<file path="src/rtl/pcs_codes.sv">
// Shared 1000BASE-X PCS code-group constants, receive state encoding and
// code-group classes. Used by both the receive and transmit PCS.
package pcs_codes;

    // Special code-group octets (valid only together with the K flag)
    localparam logic [7:0] CG_K28_5 = 8'hBC;   // comma
    localparam logic [7:0] CG_SOP   = 8'hFB;   // /S/ start of packet
    localparam logic [7:0] CG_EOP   = 8'hFD;   // /T/ end of packet
    localparam logic [7:0] CG_CEXT  = 8'hF7;   // /R/ carrier extend
    localparam logic [7:0] CG_ERR   = 8'hFE;   // /V/ error propagation

    // Second octet of ordered sets (D code-groups)
    localparam logic [7:0] CG_IDLE1 = 8'hC5;   // /I1/ D5.6
    localparam logic [7:0] CG_IDLE2 = 8'h50;   // /I2/ D16.2
    localparam logic [7:0] CG_CFG1  = 8'hB5;   // /C1/ D21.5
    localparam logic [7:0] CG_CFG2  = 8'h42;   // /C2/ D2.2

    // GMII RXD values generated locally
    localparam logic [7:0] RXD_NONE          = 8'h00;
    localparam logic [7:0] RXD_PREAMBLE      = 8'h55;
    localparam logic [7:0] RXD_FALSE_CARRIER = 8'h0E;
    localparam logic [7:0] RXD_CARRIER_ERR   = 8'h1F;

    typedef enum logic [2:0] {
        ST_LINK_FAILED   = 3'd0,
        ST_WAIT_FOR_K    = 3'd1,
        ST_RX_K          = 3'd2,
        ST_IDLE_D        = 3'd3,
        ST_FALSE_CARRIER = 3'd4,
        ST_RECEIVE       = 3'd5,
        ST_TRI_RRI       = 3'd6
    } rx_state_e;

    typedef enum logic [2:0] {
        CLS_DATA    = 3'd0,    // D code-group, valid
        CLS_COMMA   = 3'd1,    // K28.5
        CLS_SOP     = 3'd2,    // /S/
        CLS_EOP     = 3'd3,    // /T/
        CLS_CEXT    = 3'd4,    // /R/
        CLS_ERR     = 3'd5,    // /V/ or invalid code-group
        CLS_K_OTHER = 3'd6     // any other K code-group
    } cg_class_e;

    // Second octet of an /I/ ordered set
    function automatic logic is_idle_octet(input logic [7:0] cg);
        return (cg == CG_IDLE1) || (cg == CG_IDLE2);
    endfunction

    // Second octet of a /C/ ordered set
    function automatic logic is_cfg_octet(input logic [7:0] cg);
        return (cg == CG_CFG1) || (cg == CG_CFG2);
    endfunction

endpackage

</file>
<file path="src/rtl/pcs_cg_classify.sv">
// Combinational code-group classifier. An invalid code-group or disparity
// error always classifies as /V/, regardless of the K flag.
module pcs_cg_classify
    import pcs_codes::*;
(
    input  logic [7:0] cg_i,
    input  logic       k_i,
    input  logic       valid_i,
    output cg_class_e  cls_o,
    output logic       idle_o
);

    // Map the octet plus K/valid flags onto a code-group class
    always_comb begin
        cls_o = CLS_DATA;
        if (!valid_i) begin
            cls_o = CLS_ERR;
        end else if (k_i) begin
            case (cg_i)
                CG_K28_5: cls_o = CLS_COMMA;
                CG_SOP:   cls_o = CLS_SOP;
                CG_EOP:   cls_o = CLS_EOP;
                CG_CEXT:  cls_o = CLS_CEXT;
                CG_ERR:   cls_o = CLS_ERR;
                default:  cls_o = CLS_K_OTHER;
            endcase
        end
    end

    // /I/ second octet; /C/ octets deliberately fall through to "other"
    assign idle_o = valid_i && !k_i && is_idle_octet(cg_i);

endmodule

</file>
<file path="src/rtl/pcs_receive.sv">
// 1000BASE-X PCS receive: turns classified code-groups into GMII RXD/RX_DV/
// RX_ER with one GTX_CLK of latency and counts /S/-started frames.
//
// state            | meaning
// -----------------+----------------------------------------------------
// LINK_FAILED      | no code-group alignment; outputs idle
// WAIT_FOR_K       | hunting for a K28.5 comma
// RX_K             | comma seen, expecting second octet of /I/ or /C/
// IDLE_D           | /I/ complete, next comma / /S/ / carrier decides
// FALSE_CARRIER    | carrier without /S/; RXD=0x0E, RX_ER until comma
// RECEIVE          | inside a frame, forwarding data
// TRI_RRI          | after /T/, absorbing /R/ until the next comma
module pcs_receive
    import pcs_codes::*;
(
    input  logic       GTX_CLK,
    input  logic       mr_main_reset,
    input  logic       sync_status,
    input  logic [7:0] rx_cg,
    input  logic       rx_k,
    input  logic       rx_cg_valid,
    output logic [7:0] RXD,
    output logic       RX_DV,
    output logic       RX_ER,
    output logic       receiving,
    output logic [7:0] rx_packets
);

    rx_state_e  state_q, state_d;
    logic [7:0] rxd_q, rxd_d;
    logic       rx_dv_q, rx_dv_d;
    logic       rx_er_q, rx_er_d;
    logic       receiving_q, receiving_d;
    logic [7:0] rx_packets_q, rx_packets_d;

    cg_class_e  cg_cls;
    logic       cg_idle;

    pcs_cg_classify u_classify (
        .cg_i    (rx_cg),
        .k_i     (rx_k),
        .valid_i (rx_cg_valid),
        .cls_o   (cg_cls),
        .idle_o  (cg_idle)
    );

    // Next state and next registered outputs; sync loss overrides all states
    always_comb begin
        state_d      = state_q;
        rxd_d        = RXD_NONE;
        rx_dv_d      = 1'b0;
        rx_er_d      = 1'b0;
        receiving_d  = 1'b0;
        rx_packets_d = rx_packets_q;

        if (!sync_status) begin
            state_d = ST_LINK_FAILED;
            // a frame cut short by sync loss is flagged for one cycle
            rx_er_d = (state_q == ST_RECEIVE);
        end else begin
            case (state_q)
                ST_LINK_FAILED: begin
                    state_d = ST_WAIT_FOR_K;
                end

                ST_WAIT_FOR_K: begin
                    if (cg_cls == CLS_COMMA) begin
                        state_d = ST_RX_K;
                    end
                end

                ST_RX_K: begin
                    // /C/ and anything unexpected both go back to hunting
                    state_d = cg_idle ? ST_IDLE_D : ST_WAIT_FOR_K;
                end

                ST_IDLE_D: begin
                    case (cg_cls)
                        CLS_COMMA: begin
                            state_d = ST_RX_K;
                        end
                        CLS_SOP: begin
                            state_d      = ST_RECEIVE;
                            rxd_d        = RXD_PREAMBLE;
                            rx_dv_d      = 1'b1;
                            receiving_d  = 1'b1;
                            rx_packets_d = rx_packets_q + 8'd1;
                        end
                        default: begin
                            state_d     = ST_FALSE_CARRIER;
                            rxd_d       = RXD_FALSE_CARRIER;
                            rx_er_d     = 1'b1;
                            receiving_d = 1'b1;
                        end
                    endcase
                end

                ST_FALSE_CARRIER: begin
                    if (cg_cls == CLS_COMMA) begin
                        state_d = ST_RX_K;
                    end else begin
                        rxd_d       = RXD_FALSE_CARRIER;
                        rx_er_d     = 1'b1;
                        receiving_d = 1'b1;
                    end
                end

                ST_RECEIVE: begin
                    receiving_d = 1'b1;
                    case (cg_cls)
                        CLS_DATA: begin
                            rxd_d   = rx_cg;
                            rx_dv_d = 1'b1;
                        end
                        CLS_EOP: begin
                            state_d = ST_TRI_RRI;
                        end
                        CLS_COMMA: begin
                            // frame ended without /T/
                            state_d     = ST_RX_K;
                            rx_er_d     = 1'b1;
                            receiving_d = 1'b0;
                        end
                        default: begin
                            rxd_d   = rx_cg;
                            rx_dv_d = 1'b1;
                            rx_er_d = 1'b1;
                        end
                    endcase
                end

                ST_TRI_RRI: begin
                    if (cg_cls == CLS_COMMA) begin
                        state_d = ST_RX_K;
                    end else begin
                        receiving_d = 1'b1;
                        if (cg_cls != CLS_CEXT) begin
                            rxd_d   = RXD_CARRIER_ERR;
                            rx_er_d = 1'b1;
                        end
                    end
                end

                default: begin
                    state_d = ST_LINK_FAILED;
                end
            endcase
        end
    end

    // State and output registers; reset clears everything without an RX_ER pulse
    always_ff @(posedge GTX_CLK or negedge mr_main_reset) begin
        if (!mr_main_reset) begin
            state_q      <= ST_LINK_FAILED;
            rxd_q        <= RXD_NONE;
            rx_dv_q      <= 1'b0;
            rx_er_q      <= 1'b0;
            receiving_q  <= 1'b0;
            rx_packets_q <= 8'h00;
        end else begin
            state_q      <= state_d;
            rxd_q        <= rxd_d;
            rx_dv_q      <= rx_dv_d;
            rx_er_q      <= rx_er_d;
            receiving_q  <= receiving_d;
            rx_packets_q <= rx_packets_d;
        end
    end

    assign RXD        = rxd_q;
    assign RX_DV      = rx_dv_q;
    assign RX_ER      = rx_er_q;
    assign receiving  = receiving_q;
    assign rx_packets = rx_packets_q;

endmodule

</file>
<file path="config.mk">
export PLATFORM = sky130hd
export DESIGN_NAME = pcs_receive
export DESIGN_NICKNAME = d
export VERILOG_FILES = /design/src/rtl/pcs_codes.sv /design/src/rtl/pcs_cg_classify.sv /design/src/rtl/pcs_receive.sv
export SDC_FILE = /design/constraint.sdc
export NUM_CORES = 1
export LEC_CHECK = 0
export BUFFER_PORTS_ARGS = -buffer_cell sky130_fd_sc_hd__buf_2
export CAP_MARGIN = 0
export CORE_ASPECT_RATIO = 1.1
export CORE_UTILIZATION = 49
export CTS_BUF_LIST = sky130_fd_sc_hd__clkbuf_2 sky130_fd_sc_hd__clkbuf_4 sky130_fd_sc_hd__clkbuf_8
export CTS_CLUSTER_DIAMETER = 40
export DETAILED_ROUTE_END_ITERATION = 10
export HOLD_SLACK_MARGIN = 0.06
export PLACE_DENSITY = 0.78
export SYNTH_ARGS = -nofsm -noshare
export SYNTH_HDL_FRONTEND = slang
export SYNTH_SLANG_ARGS = --single-unit
export TNS_END_PERCENT = 5
</file>
<file path="constraint.sdc">
create_clock -name GTX_CLK -period 1.8 [get_ports GTX_CLK]
set_clock_uncertainty 0.15 [all_clocks]
set_input_delay 0.36 -clock GTX_CLK [delete_from_list [all_inputs] [get_ports GTX_CLK]]
set_output_delay 0.36 -clock GTX_CLK [all_outputs]
set_load 0.02 [all_outputs]
</file>
; ---- Word-level counts from Yosys, hierarchy flattened
; Cells that the tools add are included.
[classes]
eq_ne = 19
addsub = 1
n_reduce_logical = 13
mux = 29
[op_table]
columns = operator, n
row1 = "equality test 8 bit, second input constant", 6
row2 = case mux 8 bit (4 select lines), 1
row3 = case mux 3 bit (5 select lines), 2
row4 = 2-to-1 mux 8 bit, 2
row5 = case mux 7 bit (2 select lines), 1
row6 = "equality test 3 x 2 -> 1 bit, second input constant", 4
row7 = 2-to-1 mux 3 bit, 4
row8 = case mux 3 bit (2 select lines), 2
row9 = 2-to-1 mux 1 bit, 11
row10 = 2-to-1 mux 5 bit, 2
row11 = "equality test 3 bit, second input constant", 3
row12 = "adder 8 x 1 -> 8 bit, second input constant", 1
row13 = "equality test 8 x 7 -> 1 bit, second input constant", 1
row14 = "equality test 3 x 1 -> 1 bit, second input constant", 2
row15 = logical NOT 3 bit, 2
row16 = OR reduction 2 bit, 3
row17 = 2-to-1 mux 4 bit, 1
row18 = "!= test 4 x 2 -> 1 bit, second input constant", 1
row19 = case mux 1 bit (4 select lines), 1
row20 = OR reduction 4 bit, 1
row21 = "!= test 3 x 2 -> 1 bit, second input constant", 1
row22 = "!= test 3 bit, second input constant", 1
row23 = AND reduction 3 bit, 1
row24 = OR reduction 3 bit, 1
row25 = other kinds (6), 7
[totals]
output_inout_bits = 19
in_bits = 13
regBits = 22
elab_cells = 68

; ---- Logic depth before layout (Yosys ltp)
; Gate-level depths: netlist of the first run.
[logic_depth]
depth_word = 9
ltp_mapped = 8
ltp_nobuf = 6

; ---- Hierarchy
; From an unflattened synthesis of the first run, not the netlist that was laid out.
[unflattened]
hier_cells = 141
hier_area_um2 = 1297.5
[modules_own_cells]
columns = mod, cells_per_inst, n_inst, seq_area_each_um2, area_per_inst_um2
row1 = pcs_receive, 117, 1, 550.5, 1111.1
row2 = pcs_cg_classify, 24, 1, 0.0, 186.4

; ---- Worst setup path after synthesis of the first run
; OpenSTA, ideal clock, no wires.
[synth_timing]
kind = input port to flip-flop
from = input port rx_cg[2]
to = register rx_er_q (netlist: RX_ER)
required_ns = 1.524
path_buffers = 1
arrival_ns = 1.986
setup_slack_ns = -0.462
path_stages = 7
setup_time_ns = 0.126
cell_sequence = buf_4 -> nand4_2 -> nor4_4 -> a31oi_4 -> o31a_1 -> or3_1 -> a311o_1
[synth_between]
elab_chain_len = 9
word_cells_on_any_way = 22
cone_classes = eq/ne (9) / mux (10) / reduce/logical (3)
[synth_rtl]
columns = item, line
row1 = "start, declared", pcs_receive.sv:19  ; input logic [7:0] rx_cg,
row2 = equality test 8 bit, pcs_cg_classify.sv:19  ; case (cg_i)
row3 = case mux 3 bit (5 select lines) (*), pcs_cg_classify.sv:19
row4 = 2-to-1 mux 3 bit (*), pcs_cg_classify.sv:18  ; end else if (k_i) begin
row5 = 2-to-1 mux 3 bit (*), pcs_cg_classify.sv:16  ; if (!valid_i) begin
row6 = "!= test 3 bit, or another cell as far along", pcs_receive.sv:137  ; if (cg_cls != CLS_CEXT) begin
row7 = 2-to-1 mux 1 bit or OR reduction 2 bit (tied branches), n/a
row8 = 2-to-1 mux 1 bit (on tied branches), "pcs_receive.sv:133, pcs_receive.sv:78, pcs_receive.sv:110"
row9 = case mux 1 bit (4 select lines) (*), pcs_receive.sv:61  ; case (state_q)
row10 = 2-to-1 mux 1 bit (*), pcs_receive.sv:56  ; if (!sync_status) begin
row11 = net rx_er_d, pcs_receive.sv:32  ; logic rx_er_q, rx_er_d;
row12 = "end signal, assigned", pcs_receive.sv:164  ; rx_er_q <= rx_er_d;
row13 = "end, declared", pcs_receive.sv:32
; Mark *: on every way through the listed nets, which the timed path passes. The rest lies on a longest branch.
; A chain may end at the register's enable or synchronous reset.

; ---- Worst setup path after layout of the first run
[layout_timing]
from = input port rx_cg[4]
to = register rx_er_q (netlist: RX_ER)
; Same word-level chain as after synthesis.

==> impl_metrics.ini, run 1 <==
[power]
leakage_nw = 1.07
powerDensity_nw_per_um2 = 463
ir_worst_vdd_mv = 0.390

[floorplan]
die_area_sq_um = 2730
core_area_sq_um = 2320
fp.dieH_microns = 54.7
ioPinCount = 32
rows = 18
start_util_pct = 53.4
die_w_microns = 49.9

[timing]
max_clock_freq_ghz = 0.521
worst_pin_slew_ns = 0.500
fin_crit_ns = 1.92
period_share_pct = 107
holdWs_ns = 0.198
hold_viol = 0
setup_viol = 12
relSlewSlack_pct = 66.7
rsz0062_at_grt = yes
setup_slack_ns = -0.121
tns_ns = -0.526
final-max-slew-violation-count = 0

[critical_path]
reg2reg_depth = 5
path_class = input port to flip-flop
startpoint = rx_cg[4]
endpoint = RX_ER
critPathLaunchType = input port
crit_top_cell = buf_6
cp_slowest_stage_delay_ns = 0.41
crit_cells = 8
cp.required_ns = 1.86
reg2reg_to = RX_ER
worstPathMaxFanout = 3
path_cells = buf_6 > buf_6 > buf_6 > nand4_1 > nor3_1 > o31a_1 > or3_4 > a311o_1
crit_buf_inv = 3
regToRegStartpoint = state_q[1]
end_kind = flip-flop
arrival_ns = 1.99
crit_path_top_delay_cell = or3_4
ff2ff_setup_slack_ns = -0.10
critPathTopFamily = compound AO/OA/AOI/OAI gates

[yosys]
async_flop_share_pct = 100
yosysMostFrequentCell = dfrtp_1
synth-adder-area-share_pct = 1.01
yosysSeqAreaShare_pct = 44.4
synthTopCellsByArea = dfrtp_1 44%, xnor2_1 4.2%, a21o_1 3.6%
synthMuxAreaShare_pct = 0.909
synth_area_sq_um = 1240
yosys.area.top_type = dfrtp_1
netlist-cell-type-count = 42
yosys.area.top_type_share_pct = 44.4
ys_top_cells_by_count = 22 x dfrtp_1, 8 x nand2_1, 7 x and3_1, 7 x nand3_1, 7 x nor2_1
synth_top_family_by_area = simple AND/OR/NAND/NOR gates
synth_compound_area_share_pct = 14.0
synth_xor_area_share_pct = 7.78
synth_top_flop_cell = dfrtp_1
synth_area_per_cell_sq_um = 10.1
synth_seq_cells = 22
synth-simple-area-share_pct = 29.1
postSynthCellCount = 123
syn_nets = 137
synth-edff-count = 0
synth_warnings = 0

[global_routing]
grt_first_pass_wirelength_microns = 6480
grt_usage_pct = 33.5
first_global_vias = 1368
overflow = 0
grt_max_degree = 23
antenna_found_initial = 0

[placement]
portBuffers = 31
dp.cells = 216
gp_congestion = 0.950
hpwl_microns = 2500
dpl_cell_area_sq_um = 1710

[drt]
postRouteAntennaNets = 0
wirelength_microns = 4370
drc = 0
detail_route.vias_per_cell = 6.07
vias = 1395
detail_route.wl_per_cell_microns = 19.0
first_iter_violations = 62
dr.pass1.iters = 5

[cells_and_area]
num_antenna_cells = 0
drive_above_1_share_pct = 57.0
fin_cells = 230
layout.nets = 215
design_area_sq_um = 2020
syn_to_final_growth_pct = 62.8

[clock_network]
cts.sinks = 22
clock_latency_ns = 0.32
cts_tree = yes
path_clk_slew_ns = 0.13
clock-root-buffer = clkbuf_4
htree_levels = 1
cts_buffer_depth = 2
numCtsBuffers = 3

[min_path]
worstHoldPathType = input port to flip-flop

[status]
violations = setup timing
status = complete, but fails checks

[job]
maxCapViolCount = 0
## logic make-up after synthesis
| family | after synthesis |
|---|---|
| AOI/OAI and AO/OA | 22 |
| DFF | 22 |
| muxes | 1 |
| adders and majority gates | 1 |
| and+or+nand+nor | 59 |
| buffers and inverters | 7 |
| xor gates and xnor gates | 11 |
## metal layers
| layer | global-route usage (%) | share of wire [%] |
|---|---|---|
| met5 | 0 | 0 |
| met3 | 3.89 | 6.2 |
| met4 | 18.1 | 4.6 |
| met2 | 66.9 | 53 |
| met1 | 34.5 | 36 |
## flip-flops by register name (all words and copies together) (netlist names)
| register | count |
|---|---|
| rx_packets | 8 |
| RX_DV | 1 |
| receiving | 1 |
| RXD | 8 |
| state_q | 3 |
| RX_ER | 1 |
## how the worst min path moves through the flow
stage | start | end | slack [ns] | depth (start not counted)
after detailed placement | mr_main_reset | rx_packets[0] | 0.20 | 1
after global routing | sync_status | state_q[0] | 0.20 | 2
after CTS | sync_status | state_q[0] | 0.19 | 2
final | sync_status | state_q[0] | 0.20 | 2
after global placement | mr_main_reset | rx_packets[0] | 0.18 | 1
after floorplan | mr_main_reset | RXD[0] | -0.09 | 0
## placed cells by master, fill, tap and decap left out, types with 2 or more instances in the layout
| cell | n |
|---|---|
| nand2_1 | 6 |
| nand2b_1 | 3 |
| buf_4 | 45 |
| and3_4 | 3 |
| buf_2 | 24 |
| nand4_1 | 6 |
| nand3_2 | 3 |
| nand3b_1 | 2 |
| clkbuf_4 | 3 |
| nand2_2 | 2 |
| xor2_1 | 4 |
| nor2_1 | 6 |
| xnor2_1 | 3 |
| and2_1 | 2 |
| xnor2_2 | 3 |
| a21o_1 | 6 |
| or3_4 | 2 |
| nor3b_2 | 2 |
| dfrtp_1 | 22 |
| o22ai_1 | 2 |
| and3_1 | 4 |
| a21oi_1 | 3 |
| buf_6 | 7 |
| nand3_1 | 4 |
## stage by stage
stage,total power [mW],worst slack [ns],utilization (%)
3_3_place_gp,0.614,-0.479,73.5
5_1_grt,0.961,-0.168,86.9
4_1_cts,0.913,-0.0431,85.3
3_5_place_dp,0.619,-0.514,73.5
6_report,0.934,-0.121,86.9
2_1_floorplan,0.551,-0.448,-
## report_power, final
group / total (mW) / internal [mW] / leakage, nW / switching, mW
Sequential: 0.499 / 0.496 / 0.306 / 0.00276
Combinational: 0.149 / 0.0718 / 0.748 / 0.0768
Clock: 0.287 / 0.124 / 0.0210 / 0.163
## worst reg2reg max path, stage by stage (launching register included)
cell and delay, ns:
dfrtp_1 0.44, nor2b_4 0.16, and3_4 0.19, o31a_1 0.12, or3_4 0.41, a311o_1 0.32
## timing repair
item	CTS	global route
gates cloned	0	0
endpoints found under the setup margin	6	19
resized for setup	35	8
setup buffers	10	0
pin swaps	10	4
hold endpoints to repair	22	0
hold buffers	1	0
## layout make-up
cell class / count / area [sq um]
inverter: 1 / 3.75
clock buffer: 4 / 36.3
multi-input combinational: 94 / 807
timing repair buffer: 79 / 582
fill: 106 / 303
sequential: 22 / 551
tap: 30 / 37.5
Power figures use the tool's default switching activity.
==> run 2: changes to the inputs <==
--- a/config.mk
+++ b/config.mk
@@ -5,15 +5,15 @@
 export SDC_FILE = /design/constraint.sdc
 export NUM_CORES = 1
 export LEC_CHECK = 0
-export BUFFER_PORTS_ARGS = -buffer_cell sky130_fd_sc_hd__buf_2
 export CAP_MARGIN = 0
 export CORE_ASPECT_RATIO = 1.1
-export CORE_UTILIZATION = 49
+export CORE_UTILIZATION = 55
 export CTS_BUF_LIST = sky130_fd_sc_hd__clkbuf_2 sky130_fd_sc_hd__clkbuf_4 sky130_fd_sc_hd__clkbuf_8
 export CTS_CLUSTER_DIAMETER = 40
 export DETAILED_ROUTE_END_ITERATION = 10
+export DONT_BUFFER_PORTS = 1
 export HOLD_SLACK_MARGIN = 0.06
-export PLACE_DENSITY = 0.78
+export PLACE_DENSITY = 0.73
 export SYNTH_ARGS = -nofsm -noshare
 export SYNTH_HDL_FRONTEND = slang
 export SYNTH_SLANG_ARGS = --single-unit
==> run 2 against run 1 <==
- global-route usage shrank 6.7 points
- first-iteration DRC count is 65% lower
- the flow still finishes with violations (setup timing)
- power grew 0.79%
- die area decreased by 10%
- register-to-register slack improved by 0.07 ns
- sequential power is essentially flat
- largest power group unchanged
- worst setup slack improved by 0.082 ns
- sequential cell count unchanged
- critical path depth fell by 2
- clock power increased by 30%
- combinational power fell by 53%
- hold slack got worse by 0.13 ns
==> impl_metrics.ini, run 2 (synthesis gave the netlist of run 1 again) <==
[critical_path]
startpoint = rx_cg[7]
crit_path_top_delay_cell = or3_4
path_class = input port to flip-flop
path_cells = nand4_4 > nor4_4 > a31oi_4 > o31a_1 > or3_4 > a311o_1
cp.required_ns = 1.85
worstPathMaxFanout = 6
critPathLaunchType = input port
arrival_ns = 1.89
cp_slowest_stage_delay_ns = 0.39
crit_buf_inv = 0
critPathTopFamily = simple AND/OR/NAND/NOR gates
end_kind = flip-flop
regToRegStartpoint = state_q[2]

[timing]
setup_viol = 1
hold_viol = 0
max_clock_freq_ghz = 0.544
rsz0062_at_grt = yes
period_share_pct = 102
final-max-slew-violation-count = 0
relSlewSlack_pct = 37.1
fin_crit_ns = 1.84
setup_slack_ns = -0.0394
worst_pin_slew_ns = 0.941

[clock_network]
cts.sinks = 22
cts_buffer_depth = 2
cts_tree = yes
numCtsBuffers = 3
htree_levels = 1
clock_latency_ns = 0.31
clock-root-buffer = clkbuf_4
path_clk_slew_ns = 0.12

[cells_and_area]
regArea_sq_um = 552
mostFrequentLayoutCell = buf_4
num_antenna_cells = 0
final_cell_mix = 23 x buf_4, 21 x dfrtp_1, 9 x dlygate4sd3_1
utilization_pct = 78.7
multiInputGateArea_sq_um = 706
drive_above_1_share_pct = 29.9
syn_to_final_growth_pct = 31.0
layout.nets = 169
fill_cells = 143

[drt]
dr.pass1.iters = 4
wirelength_microns = 2920
postRouteAntennaNets = 0
detail_route.wl_per_cell_microns = 16.0
first_iter_violations = 22
detail_route.vias_per_cell = 5.97
vias = 1086
drc = 0

[floorplan]
die_w_microns = 47.3
rows = 17
fp.dieH_microns = 51.8
start_util_pct = 60.0
ioPinCount = 32
core_area_sq_um = 2060
die_area_sq_um = 2450

[placement]
hpwl_microns = 2140
gp_congestion = 0.917
portBuffers = 0

[global_routing]
antenna_found_initial = 0
first_global_vias = 1083
grt_usage_pct = 26.8
overflow = 0
grt_first_pass_wirelength_microns = 4650
grt_max_degree = 23

[power]
ir_worst_vdd_mv = 0.496
power.total_mw = 0.941
leakage_nw = 0.793
powerDensity_nw_per_um2 = 580

[job]
maxCapViolCount = 0

[min_path]
worstHoldPathType = input port to flip-flop
min_from = sync_status

[status]
status = complete, but fails checks
violations = setup timing
[run 2: changes by cell type in the layout (fill, tap and decap cells not counted), moves of 3 or more]
cell           before  now
xnor2_1             3    6
buf_2              24    0
dlygate4sd3_1       1    9
buf_6               7    1
buf_4              45   23
xnor2_2             3    0
nand3_2             3    0
nand3_1             4    7
[run 2: per-layer routing]
metal	track usage (%)	wire, microns	vias up
li1	-	-	516
met1	34.3	1230	526
met2	45.0	1510	39
met3	3.82	139	5
met4	8.57	36	0
met5	0	0	-
[run 2: cell type report]
type | instances | area share, %
multi-input cells | 94 | 43.5
flip-flops and latches | 22 | 34.0
repair buffers | 33 | 16.9
well taps | 28 | 2.16
clock inverters | 1 | 1.85
clock buffers | 3 | 1.39
inverters | 1 | 0.231
[run 2: power by group]
group | switching [mW] | leakage, nW | internal, mW
combinational | 0.0323 | 0.461 | 0.0377
clock | 0.147 | 0.0279 | 0.225
sequential | 0.00345 | 0.305 | 0.496
[run 2: stage by stage]
step | TNS [ns] | instance area [sq um] | hold slack (ns) | worst slack [ns] | cells
2_1_floorplan | -2.27 | 1260 | -0.0856 | -0.448 | 123
3_3_place_gp | -2.07 | 1440 | -0.0852 | -0.287 | 168
3_5_place_dp | -2.10 | 1440 | -0.0852 | -0.342 | 168
4_1_cts | -0.0696 | 1600 | 0.0686 | -0.0253 | 182
5_1_grt | -0.204 | 1620 | 0.0652 | -0.0593 | 182
6_report | -0.0394 | 1620 | 0.0704 | -0.0394 | 182
[run 2: repair_timing]
action,in CTS,in global routing
endpoints found under the hold margin,32,0
setup endpoints to repair,4,8
pin swaps,2,5
gates resized for setup,6,6
hold buffers,9,0
buffers inserted,1,0
[run 2: path summary, 6_finish.rpt]
check	end	slack [ns]	cells after the start
worst max-delay path	RX_ER	-0.04	6
worst min-delay path	receiving	0.07	1
worst max register to register	RX_ER	-0.03	6
worst min register to register	rx_packets[5]	0.49	1
max in group asynchronous	state_q[0]	0.39	1
min in group asynchronous	RXD[0]	0.48	1
==> run 3: changes to the inputs <==
==> constraint.sdc (replaced) <==
create_clock -name GTX_CLK -period 1.6 [get_ports GTX_CLK]
set_clock_uncertainty 0.15 [all_clocks]
set_input_delay 0.16 -clock GTX_CLK [delete_from_list [all_inputs] [get_ports GTX_CLK]]
set_output_delay 0.16 -clock GTX_CLK [all_outputs]
set_load 0.02 [all_outputs]
==> run 3 against run 2 <==
- the flow finishes with violations (hold timing, setup timing)
- power decreased by 6.5%
- hold slack got worse by 0.25 ns
- design area grew 3.1%
- global-route usage rose by 4.0 points
- wire length increased by 9.0%
- combinational power rose by 15%
- non-clock buffer count up 8
- clock power fell by 35%
- sequential power up 12%
- largest power group unchanged
- highest routed layer unchanged
==> impl_metrics.ini, run 3 (synthesis gave the netlist of run 1 again) <==
[status]
status = complete, but fails checks
violations = hold timing, setup timing

[power]
switchingPower_mw = 0.193
seqPwrFrac_pct = 63.7
ir_worst_vdd_mv = 0.405
power_frac_comb_pct = 9.1
clkPwrFrac_pct = 27.2
leakage_nw = 0.822
p_int_mw = 0.688
power.total_mw = 0.880
p_sw_share_pct = 21.9
powerDensity_nw_per_um2 = 526

[global_routing]
met2_usage_pct = 54.6
met3_usage_pct = 6.60
grt_usage_pct = 30.8
grt.busiest_layer = met2
first_global_vias = 1129
antenna_found_initial = 0
overflow = 0
grt_max_degree = 23
grt_first_pass_wirelength_microns = 5160
use_met1_pct = 34.2

[timing]
setup_viol = 10
holdWs_ns = -0.180
rsz0062_at_grt = yes
hold_viol = 6
fin_crit_ns = 1.83
max_clock_freq_ghz = 0.546
worst_pin_slew_ns = 0.952
period_share_pct = 114
setup_slack_ns = -0.232
relSlewSlack_pct = 36.3
final-max-slew-violation-count = 0

[drt]
wirelength_microns = 3180
postRouteAntennaNets = 0
dr.pass1.iters = 4
detail_route.wl_per_cell_microns = 16.8
drc = 0
first_iter_violations = 21
vias = 1127
detail_route.vias_per_cell = 5.96

[cells_and_area]
drive_above_1_share_pct = 37.3
syn_to_final_growth_pct = 35.1
fill_cells = 117
mostFrequentLayoutCell = buf_4
layout.nets = 177
num_antenna_cells = 0
final_cell_mix = 31 x buf_4, 21 x dfrtp_1, 9 x dlygate4sd3_1

[clock_network]
numCtsBuffers = 3
path_clk_slew_ns = 0.11
cts.sinks = 22
htree_levels = 1
cts_tree = yes
clock-root-buffer = clkbuf_4
hold_buffers = 9
clock_latency_ns = 0.30
cts_buffer_depth = 2

[critical_path]
path_class = flip-flop to flip-flop
critPathLaunchType = flip-flop
cp.required_ns = 1.64
arrival_ns = 1.87
worstPathMaxFanout = 5
end_kind = flip-flop

[floorplan]
die_area_sq_um = 2450
ioPinCount = 32
rows = 17
die_w_microns = 47.3
core_area_sq_um = 2060
start_util_pct = 60.0
fp.dieH_microns = 51.8

[placement]
hpwl_microns = 2260
gp_congestion = 0.898
portBuffers = 0

[job]
maxCapViolCount = 0

[min_path]
worstHoldPathType = input port to flip-flop
-- run 3: routing by layer --
metal	vias up	routed length (microns)	share of wire [%]
met1	550	1290	41
met5	-	0	0
li1	528	-	-
met2	37	1680	53
met4	0	92	2.9
met3	12	116	3.6
-- run 3: final timing paths --
check	slack, ns	end	start	cells after the start
min reg2reg	0.41	rx_packets[2]	rx_packets[2]	1
min	-0.18	state_q[0]	sync_status	1
max	-0.23	RX_ER	state_q[2]	5
min in group asynchronous	0.29	rx_packets[0]	mr_main_reset	1
max in group asynchronous	0.36	state_q[2]	mr_main_reset	1
max reg2reg	-0.23	RX_ER	state_q[2]	5
-- run 3: stage by stage --
stage	instances	instance area, sq um	util (%)	setup TNS (ns)	setup slack (ns)
floorplan	123	1260	-	-2.75	-0.448
global placement	174	1480	71.7	-2.18	-0.285
detailed placement	174	1480	71.7	-2.42	-0.322
CTS	188	1640	79.3	-1.20	-0.208
global route	189	1670	81.1	-1.94	-0.264
finish	189	1670	81.1	-1.20	-0.232
-- run 3: power groups by stage --
stage / clock [mW] / sequential [mW] / combinational [mW]
3_5_place_dp: 0 / 0.570 / 0.0489
4_1_cts: 0.242 / 0.560 / 0.0788
2_1_floorplan: 0 / 0.571 / 0.0488
5_1_grt: 0.262 / 0.561 / 0.0886
3_3_place_gp: 0 / 0.570 / 0.0478
6_report: 0.240 / 0.561 / 0.0802
-- run 3: final cells by class --
type,instances,area [sq um],share of cell area (%)
clock buffers,3,22.5,1.35
inverters,1,3.75,0.224
multi-input cells,94,726,43.4
flip-flops and latches,22,552,33.0
well taps,28,35.0,2.09
repair buffers,41,334,20.0
-- run 3: what timing repair did --
action	4_1_cts	5_1_grt
hold endpoints to repair	35	6
setup endpoints to repair	13	17
resized for setup	9	10
buffers inserted	2	1
pin swaps	4	7
-- run 3: critical path: stages (launching register included) --
cell and delay, ns:
dfrtp_2 0.46, or3b_4 0.26, buf_4 0.10, a311oi_2 0.09, or3_4 0.39, a311o_1 0.28
